$ cat src/rtl/puf_auth_multichannel_dr.sv
// JTAG data register and response sequencer for a bank of NCH PUF instances.
// A shifted word selects a channel and challenge. UPDATE_DR launches one
// generate pulse. The sequencer then waits for that channel's ready, with a
// timeout, and records the response and status for the next CAPTURE_DR.
module puf_auth_multichannel_dr #(
    parameter int                CHAL_W      = 5,
    parameter int                RESP_W      = 16,
    parameter int                NCH         = 4,
    parameter int                IR_W        = 4,
    parameter logic [IR_W-1:0]   IR_PUF_AUTH = 4'b0110,
    parameter int                TIMEOUT     = 64,
    parameter logic [RESP_W-1:0] DEAD_PAT    = 16'hDEAD,
    localparam int               CH_W        = (NCH > 1) ? $clog2(NCH) : 1,
    localparam int               DR_W        = RESP_W + 2
) (
    input  logic                  TCK,
    input  logic                  TRST,
    input  logic                  TDI,
    input  logic [3:0]            tap_state,
    input  logic [IR_W-1:0]       IR,
    output logic [CHAL_W-1:0]     puf_challenge,
    output logic [CH_W-1:0]       puf_sel,
    output logic                  puf_generate,
    input  logic [NCH*RESP_W-1:0] puf_response,
    input  logic [NCH-1:0]        puf_ready,
    output logic                  puf_tdo,
    output logic                  counter_start,
    output logic [RESP_W-1:0]     puf_number,
    output logic                  auth_busy,
    output logic                  auth_timeout
);

    localparam int              TO_W       = $clog2(TIMEOUT + 1);
    localparam logic [3:0]      CAPTURE_DR = 4'b0110;
    localparam logic [3:0]      SHIFT_DR   = 4'b0010;
    localparam logic [3:0]      UPDATE_DR  = 4'b0101;
    localparam logic [CH_W-1:0] CH_MAX     = CH_W'(NCH - 1);

    typedef enum logic {IDLE, WAIT} state_t;

    state_t            state;
    logic [DR_W-1:0]   dr;
    logic [TO_W-1:0]   timer;
    logic [RESP_W-1:0] resp_hold;
    logic              valid;
    logic              dr_en;
    logic [CH_W-1:0]   ch_field;
    logic [CH_W-1:0]   ch_clamped;
    logic [RESP_W-1:0] resp_sel;
    logic              ready_sel;

    assign dr_en      = (IR == IR_PUF_AUTH);
    assign ch_field   = dr[CHAL_W +: CH_W];
    assign puf_tdo    = dr[0];
    assign puf_number = resp_hold;
    assign auth_busy  = (state == WAIT);

    // Out-of-range channel numbers fall back to the last physical channel
    always_comb begin
        ch_clamped = ch_field;
        if (int'(ch_field) >= NCH) ch_clamped = CH_MAX;
    end

    // Route the currently selected channel's response and ready
    always_comb begin
        resp_sel  = '0;
        ready_sel = 1'b0;
        for (int k = 0; k < NCH; k++) begin
            if (puf_sel == CH_W'(k)) begin
                resp_sel  = puf_response[k*RESP_W +: RESP_W];
                ready_sel = puf_ready[k];
            end
        end
    end

    // DR capture/shift/update plus the IDLE/WAIT response sequencer
    always_ff @(posedge TCK) begin
        if (TRST) begin
            state         <= IDLE;
            dr            <= '0;
            timer         <= '0;
            resp_hold     <= '0;
            valid         <= 1'b0;
            auth_timeout  <= 1'b0;
            puf_challenge <= '0;
            puf_sel       <= '0;
            puf_generate  <= 1'b0;
            counter_start <= 1'b0;
        end else begin
            puf_generate  <= 1'b0;
            counter_start <= 1'b0;
            if (dr_en) begin
                case (tap_state)
                    CAPTURE_DR: dr <= {auth_timeout, valid, resp_hold};
                    SHIFT_DR:   dr <= {TDI, dr[DR_W-1:1]};
                    UPDATE_DR: begin
                        if (state == IDLE) begin
                            puf_challenge <= dr[CHAL_W-1:0];
                            puf_sel       <= ch_clamped;
                            puf_generate  <= 1'b1;
                            timer         <= '0;
                            valid         <= 1'b0;
                            auth_timeout  <= 1'b0;
                            state         <= WAIT;
                        end
                    end
                    default: ;
                endcase
            end
            // The generate cycle still advances the timer, but ready is not
            // trusted while the PUF is only just seeing the request.
            if (state == WAIT) begin
                if (!puf_generate && ready_sel) begin
                    resp_hold     <= resp_sel;
                    valid         <= 1'b1;
                    counter_start <= 1'b1;
                    state         <= IDLE;
                end else if (timer == TO_W'(TIMEOUT - 1)) begin
                    resp_hold    <= DEAD_PAT;
                    auth_timeout <= 1'b1;
                    state        <= IDLE;
                end else begin
                    timer <= timer + 1'b1;
                end
            end
        end
    end

endmodule

$ cat config.mk
export PLATFORM = sky130hd
export DESIGN_NAME = puf_auth_multichannel_dr
export DESIGN_NICKNAME = d
export VERILOG_FILES = /design/src/rtl/puf_auth_multichannel_dr.sv
export SDC_FILE = /design/constraint.sdc
export NUM_CORES = 1
export LEC_CHECK = 0
export BUFFER_PORTS_ARGS = -buffer_cell sky130_fd_sc_hd__buf_2
export CORE_ASPECT_RATIO = 2
export CORE_MARGIN = 5
export CORE_UTILIZATION = 44
export DETAILED_ROUTE_END_ITERATION = 10
export PLACE_DENSITY_LB_ADDON = 0.1
export SKIP_CTS_REPAIR_TIMING = 1
export SYNTH_ARGS = -nofsm -noshare
export SYNTH_HDL_FRONTEND = slang
export SYNTH_SLANG_ARGS = --single-unit
$ cat constraint.sdc
create_clock -name TCK -period 1.76 [get_ports TCK]
set_clock_uncertainty 0.05 [all_clocks]
set_input_delay 0 -clock TCK [delete_from_list [all_inputs] [get_ports TCK]]
set_output_delay 0 -clock TCK [all_outputs]
set_load 0.02 [all_outputs]
After elaboration in Yosys (flattened, before gate mapping)

Cells that the tools add are included.

Bits in registers: 53
Bits of input ports: 79
Output and inout port bits: 28
Logic and storage cells: 67

Eq/ne operators: 8
Multiplexer cells: 35
Bitwise logic cells: 3
Add/sub/neg operators: 1
Reduce and logical (&&, ||, !) cells: 10

Operator list:

| cell                | count |
|---|---|
| $mux 16             | 6 |
| $mux 7              | 6 |
| $pmux 18 s2         | 1 |
| $mux 1              | 22 |
| $eq 4x3->1 const B  | 3 |
| $add 7x1->7 const B | 1 |
| $eq 7x6->1 const B  | 1 |
| $eq 2x2->1 const B  | 2 |
| $eq 4x2->1 const B  | 1 |
| $reduce_and 2->1    | 2 |
| $reduce_bool 2->1   | 2 |
| $not 1->1           | 3 |
| $reduce_and 3->1    | 1 |
| $reduce_or 3->1     | 1 |
| $eq 2x1->1 const B  | 1 |
| $logic_not 2->1     | 1 |
| $reduce_or 2->1     | 1 |
| $logic_and 1x1->1   | 1 |
| $logic_not 1->1     | 1 |

Depth between registers and ports, before layout

Gate-level depths: netlist of the first run.

Word-level depth: 8
Depth in mapped cells: 6
Gate-level depth less buffers: 5

Least setup slack after synthesis of the first run

Ideal clock, no wire load.

Path type: register to register
Start point: register puf_sel[0]
End point: register timer[5]
Period minus slack after synthesis: 1897 ps
Cell stages (with the launch flop): 6
Path buffers: 1
Slack: -137 ps
Data required time: 1587 ps
Setup time: 123 ps
Arrival time: 1723 ps
Cells stage by stage: dfxtp_1 buf_6 mux2i_4 o221ai_2 nor4_1 mux2_1

Word-level cells in the longest chain between the ends: 8
Elaborated cells between the ends (all ways): 11
Those cells by class: 3 x eq/ne; 6 x mux; 2 x reduce/logical

Ends and longest elaborated chain:

| what                   | line | source |
|---|---|---|
| start, declared        | 22   | `output logic [CH_W-1:0] puf_sel,` |
| start signal, assigned | 99   | `puf_sel <= ch_clamped;` |
| $logic_not 2->1        | 69   | `if (puf_sel == CH_W'(k)) begin` |
| $mux 1 (3 in series)   | 69   |  |
| $mux 1 (*)             | 69   |  |
| $logic_and 1x1->1 (*)  | 113  | `if (!puf_generate && ready_sel) begin` |
| $mux 7 (*)             | 113  |  |
| $mux 7 (*)             | 112  | `if (state == WAIT) begin` |
| end signal, assigned   | 123  | `timer <= timer + 1'b1;` |
| end, declared          | 43   | `logic [TO_W-1:0] timer;` |

Every way passes the cells marked *; elsewhere a longest branch is shown, timed or not.
A chain may end at the register's enable or synchronous reset.

Worst setup path in the final report of the first run

Start point: register puf_generate
End point: register timer[2]

Word-level cells in the longest chain between the ends: 4

Ends and longest elaborated chain:

| what                   | line | source |
|---|---|---|
| start, declared        | 23   | `output logic puf_generate,` |
| start signal, assigned | 87   | `puf_generate <= 1'b0;` |
| start signal, assigned | 90   | `puf_generate <= 1'b0;` |
| start signal, assigned | 100  | `puf_generate <= 1'b1;` |
| $logic_not 1->1        | 113  |  |
| $logic_and 1x1->1      | 113  |  |
| $mux 7                 | 113  |  |
| $mux 7                 | 112  |  |

Every way passes these cells.

==> results of run 1 <==
[stage by stage]
| stage | total power, W | cell area [sq um] | instances | TNS [ns] |
|---|---|---|---|---|
| 2_1_floorplan | 0.00132 | 2680 | 252 | 0 |
| 3_3_place_gp | 0.00143 | 3340 | 421 | 0 |
| 3_5_place_dp | 0.00143 | 3340 | 421 | -0.0314 |
| 4_1_cts | 0.00239 | 3480 | 428 | -0.0469 |
| 5_1_grt | 0.00245 | 3530 | 429 | -0.00733 |
| 6_report | 0.00237 | 3530 | 429 | 0 |
[power breakdown]
part,internal [W],switching [W],leakage (nW)
clock,0.000558,0.000410,0.0690
sequential,0.00120,0.00000270,0.428
combinational,0.000112,0.0000826,0.971
total,0.00187,0.000495,1.47
[state kept, by name (all words and copies together) (netlist names)]
register	count
puf_number	16
puf_sel	2
dr	18
auth_timeout	1
valid	1
auth_busy	1
puf_generate	1
counter_start	1
timer	7
puf_challenge	5
[final cells by class]
cell class	count	area, sq um
clock inverter	1	7.51
clock buffer	6	139
inverter	5	18.8
fill	527	2420
multi-input combinational	174	1520
tap	63	78.8
timing repair buffer	127	704
sequential	53	1060
[worst reg2reg max path: stages, from the launching register on]
cell                      delay, ns
sky130_fd_sc_hd__dfxtp_1       0.36
sky130_fd_sc_hd__or2_2         0.34
sky130_fd_sc_hd__o221a_2       0.37
sky130_fd_sc_hd__and4_4        0.21
sky130_fd_sc_hd__a311o_1       0.26
[cells in the mapped netlist, drive strengths merged (2+ instances only)]
| library cell | instances |
|---|---|
| inv | 5 |
| buf | 11 |
| a311oi | 2 |
| and3 | 2 |
| o21ai | 6 |
| o22ai | 3 |
| nor2 | 24 |
| a22oi | 3 |
| a21oi | 11 |
| dfxtp | 53 |
| mux2i | 20 |
| a211oi | 18 |
| and4bb | 2 |
| nand2 | 26 |
| nor4 | 3 |
| o221a | 10 |
| mux4 | 16 |
| nor3 | 2 |
| clkbuf | 9 |
| nand3 | 10 |
[worst paths after layout]
| check | from | cells after the start | to |
|---|---|---|---|
| worst min register to register | puf_challenge[1] | 2 | puf_challenge[1] |
| worst max register to register | puf_generate | 4 | timer[2] |
| worst max-delay path | puf_generate | 4 | timer[2] |
| worst min-delay path | TDI | 3 | dr[17] |
[metal layers]
metal / part of all wire, % / global-route usage (%) / vias to the layer above
met3: 5.0 / 3.37 / 9
li1: - / - / 1198
met4: 1.6 / 5.17 / 0
met1: 37 / 21.3 / 1174
met2: 56 / 37.7 / 100
met5: 0 / 0 / -
[logic make-up after synthesis]
| kind of cell | share of synthesized area [%] |
|---|---|
| simple gates | 13.8 |
| compound gates | 17.7 |
| flops | 40.0 |
| mux | 23.2 |
| buf+inv | 4.85 |
| fa+ha+maj | 0.471 |
==> results.py, run 1 <==
metrics = {
    "status": {
        "run_status": "complete, no violations",
    },
    "critical_path": {
        "cp_top_family": "compound AO/OA/AOI/OAI gates",
        "setup.worst_path.end_class": "register",
        "crit_chain": "or2_2 -> o221a_2 -> and4_4 -> a311o_1",
        "worstSetupStartpointType": "register",
        "cpMaxStageDelayCell": "sky130_fd_sc_hd__o221a_2",
        "reg2reg_setup_slack_ns": 0.05,
        "critical_path_buffers_and_inverters": 0,
        "critical_path_arrival_ns": 1.83,
        "cpPeakStageDelay_ns": 0.37,
        "crit_required_ns": 1.89,
        "worstPathMaxFanout": 7,
        "class_of_the_most_critical_setup_path": "reg -> reg",
    },
    "yosys": {
        "synth.area.top_cells": "sky130_fd_sc_hd__dfxtp_1 (40%), sky130_fd_sc_hd__mux4_2 (9.3%), sky130_fd_sc_hd__mux2i_1 (6.8%)",
        "mappedNetlistNets": 332,
        "synth-async-reset-ratio_pct": 0,
        "synth_top_area_share_pct": 40.0,
        "sequential_area_share_after_synthesis_pct": 40.0,
        "synth_enable_flop_cells": 0,
        "avgSynthCellArea_sq_um": 10.5,
        "yosysWarnings": 0,
        "yosys_most_used_dff": "sky130_fd_sc_hd__dfxtp_1",
        "syn-cell-area_sq_um": 2660,
        "synth_top_cell_by_area": "sky130_fd_sc_hd__dfxtp_1",
        "postSynthCellCount": 252,
        "ffs_latches_synth": 53,
        "yosysUniqueCellTypes": 44,
    },
    "pwr": {
        "pwr_density_cell_nw_per_um2": 670,
        "vdd_ir_drop_max_mv": 0.616,
        "total_leakage_power_nw": 1.47,
    },
    "sta": {
        "period_needed_ns": 1.71,
        "fin_crit_sh_pct": 96.9,
        "slew_headroom_pct": 77.1,
        "hold_fails_final_rpt": 0,
        "finalMaxSlewViolations": 0,
        "timing.fmax_mhz": 586,
        "timing.hold.ws_ns": 0.0687,
        "timing.final.ws_setup_ns": 0.0542,
        "setup_viol": 0,
        "worst_pin_slew_ns": 0.344,
    },
    "floorplanning": {
        "die-area_sq_um": 7780,
        "die_width_um": 64.9,
        "io_pins": 107,
        "core_area_sq_um": 5960,
        "initial_utilization_pct": 44.6,
        "floorplan_die_height_um": 120,
        "rows": 40,
    },
    "placement": {
        "dpl_worst_slack_ns": -0.0314,
        "detailed_place_hpwl_um": 6090,
        "gpl.final_weighted_congestion": 0.837,
        "place.port_buffers": 106,
    },
    "grt": {
        "grt_usage_pct": 19.6,
        "via_count_of_the_first_global_routing_pass": 2472,
        "grt_pass1_wl_um": 11900,
        "grt_antenna_before_repair": 0,
        "largest_net_degree_at_the_start_of_global_routing": 37,
        "grt-ovfl-total": 0,
    },
    "routing": {
        "via_count": 2481,
        "route.detailed.drc": 0,
        "post_route_wl_um": 7560,
        "viasPerCell": 5.78,
        "postRouteAntennaNets": 0,
        "drt-initial-drc-count": 122,
        "drt-wirelength-per-cell_um": 17.6,
        "drt_first_pass_iters": 4,
    },
    "final_layout": {
        "layout_cells_sized_above_1_pct": 46.2,
        "antenna_cells_inserted": 0,
        "mostFrequentLayoutCell": "sky130_fd_sc_hd__buf_2",
        "area_delta_synth_final_pct": 33.0,
        "layout.cells.most_common_list": "sky130_fd_sc_hd__buf_2 (106), sky130_fd_sc_hd__dfxtp_1 (52), sky130_fd_sc_hd__nand2_1 (25), sky130_fd_sc_hd__nor2_1 (24), sky130_fd_sc_hd__buf_4 (19)",
        "fin_nets": 446,
        "final_core_utilization_pct": 59.3,
    },
    "min_path": {
        "min_path_type": "in -> reg",
    },
    "job": {
        "max_cap_violations": 0,
    },
    "cts": {
        "cts_htree_levels": 2,
        "root_buffer": "sky130_fd_sc_hd__clkbuf_16",
        "cts_tree": "done",
        "number_of_buffers_added_by_the_clock_tree_synthesis_step": 5,
        "tritoncts_num_sinks": 53,
        "clk_pin_slew_ns": 0.07,
        "clk_latency_ns": 0.29,
        "cts-root-to-sink-buffers": 2,
    },
}
Note: power is estimated with default switching activity, not from simulation.
==> run 2, diff against run 1 <==
Settings changed: CAP_MARGIN from default to 20, MAX_ROUTING_LAYER from default to met4, RECOVER_POWER from default to 25.
==> results.py, run 2 (synthesis gave the netlist of run 1 again) <==
metrics = {
    "final_layout": {
        "layout.cells.most_common_list": "sky130_fd_sc_hd__buf_2 (88), sky130_fd_sc_hd__dfxtp_1 (52), sky130_fd_sc_hd__nand2_1 (25), sky130_fd_sc_hd__nor2_1 (24), sky130_fd_sc_hd__buf_4 (19)",
        "largest_reg_flops": 18,
        "area_delta_synth_final_pct": 32.2,
        "antenna_cells_inserted": 0,
        "top_register": "dr",
        "layout.cells.non_filler": 429,
        "finish.instance_area_sq_um": 3510,
        "fin_nets": 446,
        "mostFrequentLayoutCell": "sky130_fd_sc_hd__buf_2",
        "layout_cells_sized_above_1_pct": 41.3,
    },
    "routing": {
        "drt_first_pass_iters": 4,
        "postRouteAntennaNets": 0,
        "drt-initial-drc-count": 107,
        "via_count": 2458,
        "viasPerCell": 5.73,
        "post_route_wl_um": 7510,
        "route.detailed.drc": 0,
        "drt-wirelength-per-cell_um": 17.5,
    },
    "placement": {
        "dpl_worst_slack_ns": -0.0314,
        "place.port_buffers": 106,
        "detailed_place_hpwl_um": 6090,
        "place_inst": 421,
        "gpl.final_weighted_congestion": 0.850,
        "placed_cell_area_sq_um": 3340,
    },
    "pwr": {
        "total_leakage_power_nw": 1.39,
        "pwr_density_cell_nw_per_um2": 675,
        "vdd_ir_drop_max_mv": 0.618,
    },
    "critical_path": {
        "class_of_the_most_critical_setup_path": "reg -> reg",
        "reg2reg_depth": 4,
        "reg2reg_setup_slack_ns": 0.06,
        "setup.worst_path.end_class": "register",
        "critical_path_arrival_ns": 1.83,
        "r2r_start": "puf_generate",
        "worstPathMaxFanout": 7,
        "worst_setup_path_endpoint": "timer[2]",
        "reg_to_reg_critical_path_endpoint": "timer[2]",
        "crit_required_ns": 1.89,
        "worstSetupStartpointType": "register",
        "cp-startpoint": "puf_generate",
    },
    "status": {
        "run_status": "complete, no violations",
    },
    "cts": {
        "cts_tree": "done",
        "cts-root-to-sink-buffers": 2,
        "number_of_buffers_added_by_the_clock_tree_synthesis_step": 5,
        "clk_latency_ns": 0.29,
        "clk_pin_slew_ns": 0.07,
        "tritoncts_num_sinks": 53,
        "cts_htree_levels": 2,
        "root_buffer": "sky130_fd_sc_hd__clkbuf_16",
    },
    "grt": {
        "grt.met3_usage_pct": 3.00,
        "grt_usage_pct": 20.2,
        "grt_pass1_wl_um": 11900,
        "grt_antenna_before_repair": 0,
        "top_usage_layer": "met2",
        "grt-ovfl-total": 0,
        "gr_met1_demand_resource_pct": 21.6,
        "global_route.usage.met2_pct": 37.8,
        "via_count_of_the_first_global_routing_pass": 2468,
        "largest_net_degree_at_the_start_of_global_routing": 37,
    },
    "floorplanning": {
        "initial_utilization_pct": 44.6,
        "rows": 40,
        "floorplan_die_height_um": 120,
        "die_width_um": 64.9,
        "io_pins": 107,
        "die-area_sq_um": 7780,
        "core_area_sq_um": 5960,
    },
    "sta": {
        "period_needed_ns": 1.70,
        "slew_headroom_pct": 76.6,
        "fin_crit_sh_pct": 96.6,
        "setup_viol": 0,
        "timing.fmax_mhz": 588,
        "worst_pin_slew_ns": 0.352,
        "hold_fails_final_rpt": 0,
        "finalMaxSlewViolations": 0,
        "timing.final.ws_setup_ns": 0.0595,
    },
    "min_path": {
        "min_path_type": "in -> reg",
    },
    "job": {
        "max_cap_violations": 0,
    },
}
-- run 2: cell type report --
cell class                 count  area, sq um
tap                           63         78.8
inverter                       5         18.8
fill                         538         2450
multi-input combinational    174         1520
sequential                    53         1060
timing repair buffer         127          682
clock buffer                   6          139
clock inverter                 1         7.51
-- run 2: how the worst min path moves through the flow --
stage	start	end	slack [ns]	cells past startpoint
floorplan	TDI	dr[17]	0.18	2
global placement	TRST	puf_number[4]	0.37	4
detailed placement	TRST	puf_number[1]	0.37	4
CTS	TRST	puf_number[1]	0.07	4
global route	TDI	dr[17]	0.1	3
finish	TDI	dr[17]	0.07	3
-- run 2: report_power, final --
part | switching [W] | internal, W | total (W) | leakage (nW)
logic | 0.0000826 | 0.000112 | 0.000195 | 0.892
clock network | 0.000413 | 0.000558 | 0.000971 | 0.0690
registers | 0.00000269 | 0.00120 | 0.00120 | 0.428
total | 0.000499 | 0.00187 | 0.00237 | 1.39
-- run 2: metrics by stage --
step	TNS, ns	utilization [%]	hold slack, ns	total power (W)
floorplan	0	-	0.184	0.00132
detailed placement	-0.0314	56.0	0.373	0.00143
global route	-0.00732	58.9	0.0963	0.00245
global placement	0	56.0	0.371	0.00143
finish	0	58.9	0.0687	0.00237
CTS	-0.0469	58.5	0.0692	0.00239
-- run 2: critical path, stage by stage (launching register included) --
cell and delay, ns:
sky130_fd_sc_hd__dfxtp_1 0.36, sky130_fd_sc_hd__or2_2 0.34, sky130_fd_sc_hd__o221a_2 0.37, sky130_fd_sc_hd__and4_4 0.21
sky130_fd_sc_hd__a311o_1 0.26
-- run 2: routing by layer --
layer	vias to the layer above	wire length [um]
li1	1200	-
met1	1163	2770
met2	86	4270
met3	9	351
met4	0	115
met5	-	0
